[src/rtl/reg_write_arbiter.sv]
// rtl/reg_write_arbiter.sv - N-requester arbiter for the register file's single write port
// ARB_FIXED_PRIORITY_EN selects lowest-index-wins priority; default is round-robin.
module reg_write_arbiter #(
    parameter int W = 8,
    parameter int D = 4,
    parameter int N = 3
) (
    input  logic           Clk,
    input  logic           Reset,
    input  logic [N-1:0]   Req,
    input  logic [N*D-1:0] ReqAddr,
    input  logic [N*W-1:0] ReqData,
    input  logic           Hold,
    input  logic           ClrCnt,
    output logic [N-1:0]   Gnt,
    output logic           WriteEn,
    output logic [D-1:0]   Waddr,
    output logic [W-1:0]   DataIn,
    output logic [7:0]     ConflictCnt
);
    localparam int IW = $clog2(N);

    logic [IW-1:0] win_idx;
    logic          granted;
    logic          contention;

`ifdef ARB_FIXED_PRIORITY_EN
    always_comb begin
        Gnt     = '0;
        win_idx = '0;
        granted = 1'b0;
        if (!Hold) begin
            for (int i = 0; i < N; i++) begin
                if (Req[i] && !granted) begin
                    Gnt[i]  = 1'b1;
                    win_idx = IW'(i);
                    granted = 1'b1;
                end
            end
        end
    end
`else
    logic [IW-1:0] last;
    logic [IW-1:0] cand;

    // Search starts one past the previous winner and wraps modulo N.
    always_comb begin
        Gnt     = '0;
        win_idx = '0;
        granted = 1'b0;
        cand    = '0;
        if (!Hold) begin
            for (int k = 1; k <= N; k++) begin
                cand = IW'((int'(last) + k) % N);
                if (Req[cand] && !granted) begin
                    Gnt[cand] = 1'b1;
                    win_idx   = cand;
                    granted   = 1'b1;
                end
            end
        end
    end

    always_ff @(posedge Clk or posedge Reset) begin
        if (Reset) begin
            last <= IW'(N - 1);
        end else if (granted) begin
            last <= win_idx;
        end
    end
`endif

    assign contention = !Hold && ($countones(Req) > 1);

    // Registered output stage: no combinational path from Req to the register file.
    always_ff @(posedge Clk or posedge Reset) begin
        if (Reset) begin
            WriteEn <= 1'b0;
            Waddr   <= '0;
            DataIn  <= '0;
        end else if (granted) begin
            WriteEn <= 1'b1;
            Waddr   <= ReqAddr[int'(win_idx)*D +: D];
            DataIn  <= ReqData[int'(win_idx)*W +: W];
        end else begin
            WriteEn <= 1'b0;
        end
    end

    always_ff @(posedge Clk or posedge Reset) begin
        if (Reset) begin
            ConflictCnt <= 8'd0;
        end else if (ClrCnt) begin
            ConflictCnt <= 8'd0;
        end else if (contention && ConflictCnt != 8'hFF) begin
            ConflictCnt <= ConflictCnt + 8'd1;
        end
    end

endmodule

[config.mk]
export PLATFORM = sky130hd
export DESIGN_NAME = reg_write_arbiter
export DESIGN_NICKNAME = d
export VERILOG_FILES = /design/src/rtl/reg_write_arbiter.sv
export SDC_FILE = /design/constraint.sdc
export NUM_CORES = 1
export LEC_CHECK = 0
export CORE_MARGIN = 3
export CORE_UTILIZATION = 45
export CTS_CLUSTER_DIAMETER = 50
export DETAILED_ROUTE_END_ITERATION = 7
export GPL_TIMING_DRIVEN = 1
export HOLD_SLACK_MARGIN = 0.03
export PLACE_DENSITY = 0.85
export SYNTH_ARGS = -nofsm -noshare
export SYNTH_HDL_FRONTEND = slang
export SYNTH_SLANG_ARGS = --single-unit
export TNS_END_PERCENT = 1
[constraint.sdc]
create_clock -name Clk -period 3.4 [get_ports Clk]
set_input_delay 0.68 -clock Clk [delete_from_list [all_inputs] [get_ports Clk]]
set_output_delay 0.68 -clock Clk [all_outputs]
set_load 0.05 [all_outputs]
==> results of run 1 <==
-- power by group through the flow --
stage,logic (mW),clock network [mW],registers (mW)
final,1.24,0.168,0.417
after global routing,1.32,0.184,0.428
after CTS,1.24,0.172,0.416
after detailed placement,1.24,0,0.418
after global placement,1.22,0,0.415
after floorplan,0.640,0,0.682
-- kinds of logic after synthesis --
group	count (synthesis)	share of synthesized area
multiplexers	2	0.0113
AO/OA/AOI/OAI	67	0.320
adder cells (fa/ha/maj)	6	0.0423
buffers and inverters	25	0.0873
AND/OR/NAND/NOR	62	0.180
flip-flops	23	0.325
XOR/XNOR	7	0.0345
-- registers in the layout (all words and copies together), names as in the netlist --
| name | flops |
|---|---|
| WriteEn | 1 |
| Waddr | 4 |
| DataIn | 8 |
| last | 2 |
| ConflictCnt | 8 |
-- routing by layer --
layer	routed length (µm)	vias to the layer above	share of wire
li1	-	840	-
met1	2020	818	0.43
met2	2460	50	0.52
met3	201	2	0.043
met4	27	0	0.0057
met5	0	-	0
-- how the worst min path moves through the flow --
stage,to,slack (ns)
final,DataIn[4],0.50
after global routing,DataIn[7],0.53
after CTS,DataIn[1],0.50
after detailed placement,Waddr[3],0.47
after global placement,Waddr[3],0.46
after floorplan,last[1],0.52
-- final cells by class --
cell class / count / area [µm²]
Multi-Input combinational cell: 144 / 1040
Fill cell: 329 / 1240
Clock buffer: 4 / 45.0
Timing Repair Buffer: 73 / 743
Tap cell: 48 / 60.1
Inverter: 8 / 30.0
Sequential cell: 23 / 577
-- cells in the final DEF (no fill, tap or decap), types with 2 or more instances in the layout --
| cell | netlist | routed |
|---|---|---|
| xor2_1 | 6 | 6 |
| clkdlybuf4s50_1 | 0 | 63 |
| buf_4 | 4 | 7 |
| clkbuf_8 | 0 | 3 |
| and2_1 | 2 | 2 |
| a211oi_2 | 11 | 11 |
| and3_1 | 3 | 3 |
| o31ai_2 | 6 | 6 |
| dfrtp_1 | 22 | 22 |
| a31oi_1 | 2 | 2 |
| nand3_1 | 6 | 6 |
| nand2_1 | 15 | 15 |
| o31ai_1 | 7 | 7 |
| o21ai_0 | 6 | 6 |
| mux2i_1 | 2 | 2 |
| nor2_1 | 15 | 15 |
| nor2b_1 | 3 | 3 |
| ha_1 | 6 | 6 |
| o22ai_1 | 12 | 12 |
| a21oi_1 | 5 | 5 |
| o211ai_1 | 2 | 2 |
| a211oi_1 | 3 | 3 |
| buf_12 | 0 | 3 |
| nand2_2 | 2 | 2 |
| nor3b_1 | 2 | 2 |
| nand4_1 | 3 | 3 |
| inv_1 | 8 | 8 |
| nand2b_1 | 2 | 2 |
-- critical path: stages, from the launching register on --
cell and delay, ns:
dfstp_2 0.38, inv_1 0.08, ha_1 0.58, mux2i_1 0.30, a32oi_1 0.08, o22ai_1 0.24
nand2_1 0.08, a31oi_1 0.27, buf_12 0.18
==> results_dict.tcl, run 1 <==
set metrics [dict create \
    clock_skew_ns 0.00102 \
    path_max_fanout 18 \
    dieArea_um2 4740 \
    grt_use_met2 0.365 \
    start_kind "flip-flop" \
    ant_nets 0 \
    fin_ws_ns 0.268 \
    firstDrtPassIters 4 \
    critPathRequiredTime_ns 2.72 \
    status "complete, no violations" \
    gr-total-overflow 0 \
    die_h_um 68.8 \
    hold_class "flip-flop to flip-flop" \
    syn-num-nets 241 \
    post_cts_resized 0 \
    stdcell_area_um2 2500 \
    power.total_mw 1.83 \
    syn_avg_cell_area_um2 9.25 \
    drc 0 \
    nets 302 \
    cts_buffers 3 \
    synthTopCellsByCount "dfrtp_1, nand2_1, nor2_1" \
    critical_path.startpoint "last[1]" \
    p_clk_frac 0.092 \
    critPathArrivalTime_ns 2.45 \
    detailed_place_hpwl_um 3610 \
    clkSinkCount 23 \
    synth_top_cell_area_share 0.310 \
    clkTransAtPathRegs_ns 0.08 \
    combPwrFrac 0.680 \
    hold_viol 0 \
    grt_pass1_wl_um 7180 \
    timing.critical_path.to_type "output pin" \
    cts_buffer_depth 2 \
    cp-endpoint "Gnt[0]" \
    drtIter0Drc 54 \
    postCtsHoldBufs 0 \
    sequentialPowerShare 0.228 \
    setup_viol 0 \
    whs_path_depth 2 \
    peakVddDrop_uv 577 \
    vias 1710 \
    utilization 0.668 \
    syn_area_um2 1780 \
    p_leak_nw 0.973 \
    area_delta_synth_final_pct 40.7 \
    tns_ns 0 \
    ys_top_cells_by_area "dfrtp_1, a211oi_2, ha_1, o22ai_1, o31ai_2" \
    post-place-ws_ns 0.338 \
    globalplace.congestion 0.811 \
    yosys_warnings 0 \
    min_period_ns 3.13 \
    r2r_slack_ns 0.78 \
    vias_per_cell 5.70 \
    num_io_pins 67 \
    globalRouteMet3Util 0.0357 \
    hold_start "DataIn[4]" \
    p_int_mw 0.903 \
    cts_tree "done" \
    wl_per_cell_um 15.7 \
    switching_share 0.506 \
    critPathKind "flip-flop to output pin" \
    clockRootBuffer "clkbuf_8" \
    grt_use_met1 0.247 \
    stdcell_count 300 \
    max_freq_mhz 319 \
    routed_wl_um 4710 \
    synthCells 192 \
    top_usage_layer "met2" \
    relSlewSlack 0.420 \
    initial_core_util 0.475 \
    drive_gt1_frac 0.147 \
    cap_violations 0 \
    place_area_um2 2450 \
    finalCritPeriodShare 0.921 \
    r2r_cells 7 \
    port_buffers 66 \
    fin_hold_ws_ns 0.496 \
    grtUsageTotal 0.199 \
    ys.flop_type "dfrtp_1" \
    powerDensity_nw_per_um2 731 \
    antenna_found_initial 0 \
    ys_seq_elements 23 \
    grt_max_degree 26 \
    synth_top_cell_by_area "dfrtp_1" \
    r2r-end "last[1]" \
    drv_slew 0 \
    ys_async_sr_fraction 1.00 \
    antenna_cells 0 \
    grt_pass1_vias 1557 \
    switchingPower_mw 0.925 \
    rows 22 \
    cts_setup_buffers 0 \
    htree_levels 1 \
    insertion_delay_ns 0.26 \
    synth-seq-area-share 0.325 \
    dp.cells 296 \
    dieWidth_um 68.8 \
    synth_edf_count 0 \
    r2r-start "last[0]" \
    yosysMostFrequentCell "dfrtp_1" \
    worst_pin_slew_ns 0.868 \
    core_um2 3740 \
    rsz0062_at_grt "false" \
    synth.distinct_cells 53 \
]
(Power assumes the default switching activity.)
==> run 2: changes to the inputs <==
--- a/config.mk
+++ b/config.mk
@@ -6,12 +6,13 @@
 export NUM_CORES = 1
 export LEC_CHECK = 0
 export CORE_MARGIN = 3
-export CORE_UTILIZATION = 45
+export CORE_UTILIZATION = 48
 export CTS_CLUSTER_DIAMETER = 50
 export DETAILED_ROUTE_END_ITERATION = 7
 export GPL_TIMING_DRIVEN = 1
 export HOLD_SLACK_MARGIN = 0.03
-export PLACE_DENSITY = 0.85
+export PLACE_DENSITY = 0.9
+export SKIP_LAST_GASP = 1
 export SYNTH_ARGS = -nofsm -noshare
 export SYNTH_HDL_FRONTEND = slang
 export SYNTH_SLANG_ARGS = --single-unit
==> constraint.sdc (replaced) <==
create_clock -name Clk -period 3.9 [get_ports Clk]
set_input_delay 0.78 -clock Clk [delete_from_list [all_inputs] [get_ports Clk]]
set_output_delay 0.78 -clock Clk [all_outputs]
set_load 0.05 [all_outputs]
==> results_dict.tcl, run 2 (synthesis gave the netlist of run 1 again) <==
set metrics [dict create \
    r2r_slack_ns 1.23 \
    finalCritPeriodShare 0.852 \
    grtUsageTotal 0.226 \
    grt_max_degree 26 \
    core_um2 3440 \
    nets 299 \
    cts_tree "done" \
    peakVddDrop_uv 393 \
    antenna_cells 0 \
    rows 21 \
    globalplace.congestion 0.856 \
    start_kind "primary input" \
    num_io_pins 67 \
    post-place-ws_ns 0.604 \
    min_period_ns 3.32 \
    ant_nets 0 \
    drv_slew 0 \
    firstDrtPassIters 4 \
    stdcell_count 295 \
    grt_pass1_vias 1605 \
    final_cell_mix "clkdlybuf4s50_1, dfrtp_1, nor2_1, nand2_1, o22ai_1" \
    dieWidth_um 66.8 \
    die_h_um 66.8 \
    rsz0062_at_grt "false" \
    hold_class "flip-flop to flip-flop" \
    cts_buffer_depth 2 \
    fin_hold_ws_ns 0.482 \
    area_delta_synth_final_pct 39.4 \
    insertion_delay_ns 0.27 \
    postCtsHoldBufs 0 \
    dieArea_um2 4470 \
    relSlewSlack 0.417 \
    drive_gt1_frac 0.141 \
    gr-total-overflow 0 \
    reg_top3 "ConflictCnt (8), DataIn (8), Waddr (4)" \
    clock_skew_ns 0.00381 \
    final_common_cell "clkdlybuf4s50_1" \
    antenna_found_initial 0 \
    htree_levels 1 \
    detailed_place_hpwl_um 3640 \
    post_cts_resized 0 \
    wl_per_cell_um 16.6 \
    powerDensity_nw_per_um2 642 \
    critPathRequiredTime_ns 3.12 \
    worst_pin_slew_ns 0.874 \
    clkTransAtPathRegs_ns 0.08 \
    timing.critical_path.to_type "output pin" \
    clkSinkCount 23 \
    critPathKind "primary input to output pin" \
    max_freq_mhz 301 \
    drtIter0Drc 125 \
    critPathArrivalTime_ns 2.54 \
    vias 1732 \
    vias_per_cell 5.87 \
    tns_ns 0 \
    path_max_fanout 13 \
    drc 0 \
    hold_viol 0 \
    cts_setup_buffers 0 \
    cts_buffers 3 \
    p_leak_nw 0.961 \
    cap_violations 0 \
    dp.cells 291 \
    utilization 0.719 \
    routed_wl_um 4900 \
    grt_pass1_wl_um 7620 \
    status "complete, no violations" \
    fin_ws_ns 0.578 \
    clockRootBuffer "clkbuf_8" \
    port_buffers 66 \
    initial_core_util 0.516 \
    setup_viol 0 \
]
## run 2: changes by cell type in the layout (fill, tap and decap cells not counted)
cell and delta:
clkinv_2 +1, clkbuf_1 -1, buf_4 -3
## run 2: critical path: stages
cell,delay [ns]
clkdlybuf4s50_1,0.64
mux2i_1,0.28
a32oi_1,0.08
o22ai_1,0.23
nand2_1,0.08
a31oi_1,0.27
buf_12,0.18
## run 2: final cells by class
type	count	area, µm²
inverters	8	30.0
clock inverters	1	5.00
clock buffers	3	41.3
flip-flops and latches	23	577
well taps	46	57.6
repair buffers	70	721
multi-input cells	144	1040
fillers	261	966
## run 2: report_power, final
| part | internal, mW | total [mW] | switching [mW] |
|---|---|---|---|
| Sequential | 0.317 | 0.362 | 0.0457 |
| Clock | 0.0716 | 0.155 | 0.0835 |
| Combinational | 0.385 | 1.07 | 0.686 |
## run 2: worst paths after layout
kind | cells after the start | startpoint | end
setup / recovery | 7 | Req[0] | Gnt[0]
hold / removal | 2 | Waddr[1] | Waddr[1]
setup reg to reg | 7 | last[0] | last[1]
hold reg to reg | 2 | Waddr[1] | Waddr[1]
max in group asynchronous | 2 | Reset | DataIn[2]
min in group asynchronous | 2 | Reset | Waddr[3]
## run 2: metrics by stage
stage               total power, mW  area, µm²
floorplan                      1.15       1780
global placement               1.41       2430
detailed placement             1.43       2430
CTS                            1.59       2480
global route                   1.67       2480
finish                         1.59       2480
## run 2: routing by layer
| layer | vias up | track usage | part of all wire |
|---|---|---|---|
| met5 | - | 0 | 0 |
| met2 | 60 | 0.410 | 0.52 |
| li1 | 835 | - | - |
| met4 | 0 | 0.0711 | 0.020 |
| met3 | 11 | 0.0253 | 0.045 |
| met1 | 826 | 0.275 | 0.41 |
